[config.mk]
export PLATFORM = sky130hd
export DESIGN_NAME = logic_unit_arbiter_flat
export DESIGN_NICKNAME = d
export VERILOG_FILES = /design/src/rtl/logic_unit_arbiter_if.sv /design/src/rtl/logic_unit_arbiter.sv /design/src/flat_wrapper.sv
export SDC_FILE = /design/constraint.sdc
export NUM_CORES = 1
export LEC_CHECK = 0
export ABC_AREA = 1
export BUFFER_PORTS_ARGS = -buffer_cell sky130_fd_sc_hd__buf_2
export CORE_MARGIN = 8
export CORE_UTILIZATION = 43
export CTS_BUF_LIST = sky130_fd_sc_hd__clkbuf_8
export CTS_CLUSTER_SIZE = 28
export DETAILED_ROUTE_END_ITERATION = 8
export GPL_ROUTABILITY_DRIVEN = 0
export PLACE_DENSITY = 0.8
export RECOVER_POWER = 100
export SLEW_MARGIN = 40
export SYNTH_ARGS = -nofsm -noshare
export SYNTH_HDL_FRONTEND = slang
export SYNTH_SLANG_ARGS = --single-unit
[constraint.sdc]
create_clock -name clk -period 1.6 [get_ports clk]
set_clock_uncertainty 0.2 [all_clocks]
set_input_delay 0.08 -clock clk [delete_from_list [all_inputs] [get_ports clk]]
set_output_delay 0.08 -clock clk [all_outputs]
set_load 0.005 [all_outputs]
[src/rtl/logic_unit_arbiter_if.sv]
`default_nettype none
// +----------------------------------------------------------------------------+
// | logic_unit_arbiter_if                                                       |
// | Requester, logic-unit and response signals of the shared logic unit arbiter.|
// | Revision: 1.0                                                               |
// +----------------------------------------------------------------------------+
interface logic_unit_arbiter_if #(
  parameter int DATA_WIDTH = 8,
  parameter int FLAG_WIDTH = 4
);
  logic                  req0;
  logic                  req1;
  logic                  op0;
  logic                  op1;
  logic [DATA_WIDTH-1:0] a0;
  logic [DATA_WIDTH-1:0] b0;
  logic [DATA_WIDTH-1:0] a1;
  logic [DATA_WIDTH-1:0] b1;
  logic                  gnt0;
  logic                  gnt1;
  logic                  lu_and_or;
  logic [DATA_WIDTH-1:0] lu_primary;
  logic [DATA_WIDTH-1:0] lu_secondary;
  logic                  lu_oe;
  logic [DATA_WIDTH-1:0] lu_result;
  logic [FLAG_WIDTH-1:0] lu_flags;
  logic                  rsp_valid;
  logic                  rsp_id;
  logic [DATA_WIDTH-1:0] rsp_result;
  logic [FLAG_WIDTH-1:0] rsp_flags;
  logic                  busy;

  // Arbiter side
  modport slave (
    input  req0, req1, op0, op1, a0, b0, a1, b1, lu_result, lu_flags,
    output gnt0, gnt1, lu_and_or, lu_primary, lu_secondary, lu_oe,
           rsp_valid, rsp_id, rsp_result, rsp_flags, busy
  );

  // Requester side
  modport master (
    output req0, req1, op0, op1, a0, b0, a1, b1,
    input  gnt0, gnt1, rsp_valid, rsp_id, rsp_result, rsp_flags, busy
  );

  // Logic unit side
  modport unit (
    input  lu_and_or, lu_primary, lu_secondary, lu_oe,
    output lu_result, lu_flags
  );
endinterface
`default_nettype wire

[src/rtl/logic_unit_arbiter.sv]
`default_nettype none
// +----------------------------------------------------------------------------+
// | logic_unit_arbiter                                                          |
// | Round-robin two-port sequencer for the shared 8-bit AND/OR logic unit.      |
// | Revision: 1.0                                                               |
// +----------------------------------------------------------------------------+
module logic_unit_arbiter #(
  parameter int DATA_WIDTH = 8,
  parameter int FLAG_WIDTH = 4
) (
  input  logic                 clk,
  input  logic                 rst,
  logic_unit_arbiter_if.slave  bus
);

  typedef enum logic [1:0] {
    S_IDLE  = 2'd0,
    S_ISSUE = 2'd1,
    S_READ  = 2'd2,
    S_RESP  = 2'd3
  } state_t;

  state_t                state_q;
  logic                  last_grant_q;
  logic                  gnt0_q;
  logic                  gnt1_q;
  logic                  lu_oe_q;
  logic                  rsp_valid_q;
  logic                  busy_q;
  logic                  rsp_id_q;
  logic                  and_or_q;
  logic [DATA_WIDTH-1:0] primary_q;
  logic [DATA_WIDTH-1:0] secondary_q;
  logic [DATA_WIDTH-1:0] rsp_result_q;
  logic [FLAG_WIDTH-1:0] rsp_flags_q;

  logic                  any_req_d;
  logic                  winner_d;

  // On a contested cycle the requester not granted last time wins.
  always_comb begin
    any_req_d = bus.req0 | bus.req1;
    winner_d  = (bus.req0 & bus.req1) ? ~last_grant_q : bus.req1;
  end

  always_ff @(posedge clk or posedge rst) begin
    if (rst) begin
      state_q      <= S_IDLE;
      last_grant_q <= 1'b1;
      gnt0_q       <= 1'b0;
      gnt1_q       <= 1'b0;
      lu_oe_q      <= 1'b0;
      rsp_valid_q  <= 1'b0;
      busy_q       <= 1'b0;
      rsp_id_q     <= 1'b0;
      and_or_q     <= 1'b0;
      primary_q    <= '0;
      secondary_q  <= '0;
      rsp_result_q <= '0;
      rsp_flags_q  <= '0;
    end else begin
      gnt0_q      <= 1'b0;
      gnt1_q      <= 1'b0;
      rsp_valid_q <= 1'b0;
      case (state_q)
        S_IDLE: begin
          if (any_req_d) begin
            state_q      <= S_ISSUE;
            busy_q       <= 1'b1;
            gnt0_q       <= ~winner_d;
            gnt1_q       <= winner_d;
            last_grant_q <= winner_d;
            rsp_id_q     <= winner_d;
            and_or_q     <= winner_d ? bus.op1 : bus.op0;
            primary_q    <= winner_d ? bus.a1  : bus.a0;
            secondary_q  <= winner_d ? bus.b1  : bus.b0;
          end
        end
        S_ISSUE: begin
          state_q <= S_READ;
          lu_oe_q <= 1'b1;
        end
        S_READ: begin
          state_q      <= S_RESP;
          lu_oe_q      <= 1'b0;
          rsp_valid_q  <= 1'b1;
          rsp_result_q <= bus.lu_result;
          rsp_flags_q  <= bus.lu_flags;
        end
        S_RESP: begin
          state_q <= S_IDLE;
          busy_q  <= 1'b0;
        end
        default: begin
          state_q <= S_IDLE;
          lu_oe_q <= 1'b0;
          busy_q  <= 1'b0;
        end
      endcase
    end
  end

  // Operand registers double as the logic-unit drive, so they stay stable
  // through ISSUE and READ regardless of requester-side operand changes.
  assign bus.gnt0         = gnt0_q;
  assign bus.gnt1         = gnt1_q;
  assign bus.lu_and_or    = and_or_q;
  assign bus.lu_primary   = primary_q;
  assign bus.lu_secondary = secondary_q;
  assign bus.lu_oe        = lu_oe_q;
  assign bus.rsp_valid    = rsp_valid_q;
  assign bus.rsp_id       = rsp_id_q;
  assign bus.rsp_result   = rsp_result_q;
  assign bus.rsp_flags    = rsp_flags_q;
  assign bus.busy         = busy_q;

endmodule
`default_nettype wire

[src/flat_wrapper.sv]
// flat-port wrapper written by rule: the top's interface ports become plain ports
module logic_unit_arbiter_flat 
#(
  parameter int DATA_WIDTH = 8,
  parameter int FLAG_WIDTH = 4
)
  (clk, rst, bus_req0, bus_req1, bus_op0, bus_op1, bus_a0, bus_b0, bus_a1, bus_b1, bus_lu_result, bus_lu_flags, bus_gnt0, bus_gnt1, bus_lu_and_or, bus_lu_primary, bus_lu_secondary, bus_lu_oe, bus_rsp_valid, bus_rsp_id, bus_rsp_result, bus_rsp_flags, bus_busy);
  logic_unit_arbiter_if #(.DATA_WIDTH(DATA_WIDTH), .FLAG_WIDTH(FLAG_WIDTH)) bus_i ();
  input  logic clk;
  input  logic rst;
  input wire logic [$bits(bus_i.req0)-1:0] bus_req0;
  input wire logic [$bits(bus_i.req1)-1:0] bus_req1;
  input wire logic [$bits(bus_i.op0)-1:0] bus_op0;
  input wire logic [$bits(bus_i.op1)-1:0] bus_op1;
  input wire logic [$bits(bus_i.a0)-1:0] bus_a0;
  input wire logic [$bits(bus_i.b0)-1:0] bus_b0;
  input wire logic [$bits(bus_i.a1)-1:0] bus_a1;
  input wire logic [$bits(bus_i.b1)-1:0] bus_b1;
  input wire logic [$bits(bus_i.lu_result)-1:0] bus_lu_result;
  input wire logic [$bits(bus_i.lu_flags)-1:0] bus_lu_flags;
  output wire logic [$bits(bus_i.gnt0)-1:0] bus_gnt0;
  output wire logic [$bits(bus_i.gnt1)-1:0] bus_gnt1;
  output wire logic [$bits(bus_i.lu_and_or)-1:0] bus_lu_and_or;
  output wire logic [$bits(bus_i.lu_primary)-1:0] bus_lu_primary;
  output wire logic [$bits(bus_i.lu_secondary)-1:0] bus_lu_secondary;
  output wire logic [$bits(bus_i.lu_oe)-1:0] bus_lu_oe;
  output wire logic [$bits(bus_i.rsp_valid)-1:0] bus_rsp_valid;
  output wire logic [$bits(bus_i.rsp_id)-1:0] bus_rsp_id;
  output wire logic [$bits(bus_i.rsp_result)-1:0] bus_rsp_result;
  output wire logic [$bits(bus_i.rsp_flags)-1:0] bus_rsp_flags;
  output wire logic [$bits(bus_i.busy)-1:0] bus_busy;
  assign bus_i.req0 = bus_req0;
  assign bus_i.req1 = bus_req1;
  assign bus_i.op0 = bus_op0;
  assign bus_i.op1 = bus_op1;
  assign bus_i.a0 = bus_a0;
  assign bus_i.b0 = bus_b0;
  assign bus_i.a1 = bus_a1;
  assign bus_i.b1 = bus_b1;
  assign bus_i.lu_result = bus_lu_result;
  assign bus_i.lu_flags = bus_lu_flags;
  assign bus_gnt0 = bus_i.gnt0;
  assign bus_gnt1 = bus_i.gnt1;
  assign bus_lu_and_or = bus_i.lu_and_or;
  assign bus_lu_primary = bus_i.lu_primary;
  assign bus_lu_secondary = bus_i.lu_secondary;
  assign bus_lu_oe = bus_i.lu_oe;
  assign bus_rsp_valid = bus_i.rsp_valid;
  assign bus_rsp_id = bus_i.rsp_id;
  assign bus_rsp_result = bus_i.rsp_result;
  assign bus_rsp_flags = bus_i.rsp_flags;
  assign bus_busy = bus_i.busy;
  logic_unit_arbiter #(.DATA_WIDTH(DATA_WIDTH), .FLAG_WIDTH(FLAG_WIDTH)) u_core (.clk(clk), .rst(rst), .bus(bus_i));
endmodule
==> run summary <==
CP bufs+invs -> 2
synthesized area -> 0.001760 mm²
setup TNS -> 0 ns
Sw Pwr -> 1567 µW
Rel. slew slack -> 43.20%
critical path capture point type -> flop
clock sink total -> 38
Mapped Avg Cell Area -> 9.516 µm²
xor and xnor area share after synthesis -> 0%
routed len/inst -> 15.14 µm
R2R Path Start -> u_core.state_q[0]$_DFFE_PP0P_
Reg clk slew, reported paths -> 0.07 ns
Switching Share -> 36.37%
CP Cell Sequence -> inv_2 > ha_1 > buf_12 > mux2_2
Worst R2R Path Depth -> 4
number of port buffers -> 84
fillers -> 322
VDD IR max -> 0.8672 mV
nets@finish -> 376
GR Util All Layers -> 18.38%
Slew Viols, Final -> 0
simple-gate portion of the synthesized area -> 26.58%
cell row count -> 23
Hold Path Origin -> bus_req0
largest cells by area after synthesis -> dfrtp_1 53%, nand2_1 12%, mux2_2 7.7%
worst-path fanout max -> 15
crit-path max cell delay -> 0.40 ns
CTS Buf Count -> 5
die area -> 0.006398 mm²
syn_nets -> 238
power density cells -> 1529 mW/mm²
via count -> 1,761
Lkg Pwr -> 0.001426 µW
Worst Max-Slew Pin Slew -> 0.8520 ns
Hold Path Class -> in2reg
count of final setup violators -> 0
Die Span X -> 79.99 µm
Yosys warning count -> 0
H-tree Lvls -> 2
Clk pwr share -> 15.8%
TritonCTS clock tree -> built
reg2reg end -> u_core.bus.rsp_result[0]$_DFFE_PP0P_
Setup Fix Bufs, Post-CTS -> 0
crit path DAT -> 1.49 ns
adder-cell area share of the yosys netlist -> 2.132%
hold path endpoint -> u_core.state_q[0]$_DFFE_PP0P_
total grt overflow -> 0
Max Buffers Root-to-Sink -> 2
crit start category -> flop
compound-gate portion of the synthesized area -> 1.990%
Comb pwr share -> 44.6%
Hold Fails Final Rpt -> 0
post-synth top area cell -> dfrtp_1
R2R Setup Slk -> 0.08 ns
Vias/cell -> 4.696
vias in the first global route -> 1,857
Util after Layout -> 70.92%
Syn-to-layout area delta -> 59.99%
WP data required -> 1.57 ns
post-synth top area share -> 52.59%
DR pass1 iterations -> 4
Post-Synthesis Cells -> 185
maximum clock frequency -> 660.0 MHz
multiplexer area fraction after synthesis -> 7.676%
largest family of logic cells by synthesized area -> simple AND/OR/NAND/NOR gates
Antenna Nets Post-Route -> 0
Die H -> 79.99 µm
RSZ-0062 raised after global routing -> false
Setup CP Type -> reg2reg
Reg power frac -> 39.7%
largest net degree at the start of global routing -> 39
fin crit share -> 94.70%
initial antenna violation count -> 0
worst-skew pair later-pin latency -> 0.28 ns
Yosys cell types -> 20
status -> finished clean
first-pass GRT wire length -> 9101 µm
sequential area share after synthesis -> 54.09%
Crit-path slowest cell -> dfrtp_1
internal power -> 2741 µW
Routed Wire Length -> 5677 µm
Worst path top cell family by delay -> flip-flops
Yosys reg bits -> 38
layout cells sized above 1 -> 27.78%
HPWL Detailed -> 3386 µm
I/O pin cnt -> 85
drc violations -> 0
Initial Utilization -> 44.33%
Initial DRC Count -> 115
max-cap violation count -> 0
Core Box Area -> 0.003971 mm²
Clock Root Buffer -> clkbuf_8
hold-critical path depth -> 4
fin crit period -> 1.515 ns
power by group through the flow:
| stage | Combinational [µW] | Sequential [µW] | Clock [µW] |
|---|---|---|---|
| after floorplan | 1010 | 1730 | 0 |
| after global placement | 1820 | 1680 | 0 |
| after detailed placement | 1880 | 1690 | 0 |
| after CTS | 1970 | 1690 | 707 |
| after global routing | 2150 | 1780 | 745 |
| final | 1920 | 1710 | 679 |
stage by stage:
step	setup slack (ns)	std cells	hold WS [ns]	power (µW)	area, µm²
floorplan	0.06970	185	0.02771	2736	1760
global placement	0.1465	318	0.01720	3500	2267
detailed placement	0.05491	318	0.03403	3570	2267
CTS	0.03731	374	0.05790	4362	2843
global route	0.02906	374	0.1176	4669	2814
finish	0.08476	375	0.06873	4308	2816
area by class of cell:
class	instances	area, µm²	area share [%]
Tap cell	50	62.56	2.221
Antenna cell	1	2.502	0.08885
Clock inverter	2	12.51	0.4442
Clock buffer	6	82.58	2.932
Inverter	21	78.83	2.799
Multi-Input combinational cell	118	685.7	24.34
Timing Repair Buffer	139	939.7	33.36
Sequential cell	38	952.2	33.81
routing by layer:
metal | vias to the layer above | track usage, % | share of wire, %
met4 | 0 | 7.455 | 2.5
met2 | 78 | 30.64 | 51
li1 | 864 | - | -
met5 | - | 0 | 0
met1 | 805 | 19.65 | 37
met3 | 14 | 8.446 | 8.6
placed cells by master, fill, tap and decap left out, types with 6 or more instances in the layout:
master,n
buf_2,56
clkbuf_1,29
clkbuf_8,6
dfrtp_1,37
dlygate4sd3_1,48
inv_1,19
mux2_2,12
nand2_1,54
nand3_1,19
nand3b_1,15
cells in the mapped netlist:
master     n
buf_6      1
nand3b_1  15
a21oi_1    2
mux2_2    12
inv_1     20
nand2_4    1
nor2_4     1
buf_2      4
ha_1       3
buf_4      3
nand4_1    2
dfrtp_1   37
inv_2      1
nand3_1   18
nand2_2    1
nand2_1   54
nor2_1     3
o21ai_0    5
dfstp_2    1
nand3_2    1
state kept, by name, summed over array words and instances, names as in the netlist, 2 cells and up:
register / flops
u_core.bus.lu_primary: 8
u_core.bus.rsp_flags: 4
u_core.bus.rsp_result: 8
u_core.state_q: 2
u_core.bus.lu_secondary: 8
worst register-to-register path: cells and delay by family (launching register included):
kind	cells	cell delay [ns]
flip-flops	1	0.40
multiplexers	1	0.35
buffers and inverters	2	0.26
adder cells (fa/ha/maj)	1	0.20
how the worst max path moves through the flow:
| stage | startpoint | slack [ns] | cells after the start | to |
|---|---|---|---|---|
| 5_1_grt | rst | 0.03 | 4 | u_core.bus.lu_secondary[2]$_DFFE_PP0P_ |
| 2_1_floorplan | u_core.state_q[0]$_DFFE_PP0P_ | 0.07 | 4 | u_core.bus.rsp_flags[0]$_DFFE_PP0P_ |
| 3_3_place_gp | u_core.state_q[0]$_DFFE_PP0P_ | 0.15 | 7 | u_core.bus.lu_secondary[5]$_DFFE_PP0P_ |
| 6_report | u_core.state_q[0]$_DFFE_PP0P_ | 0.08 | 4 | u_core.bus.rsp_result[0]$_DFFE_PP0P_ |
| 3_5_place_dp | u_core.state_q[0]$_DFFE_PP0P_ | 0.05 | 7 | u_core.bus.lu_secondary[6]$_DFFE_PP0P_ |
| 4_1_cts | u_core.state_q[0]$_DFFE_PP0P_ | 0.04 | 7 | u_core.bus.lu_secondary[6]$_DFFE_PP0P_ |
logic make-up after synthesis:
family                     after synthesis
and+or+nand+nor                         96
DFF                                     38
buffers and inverters                   29
muxes                                   12
AOI/OAI and AO/OA                        7
adders and majority gates                3
repair_timing:
action,CTS,global route
setup endpoints to repair,0,21
hold buffers,48,0
gates resized for setup,0,5
hold endpoints to repair,66,0
Note: power is estimated with default switching activity, not from simulation.
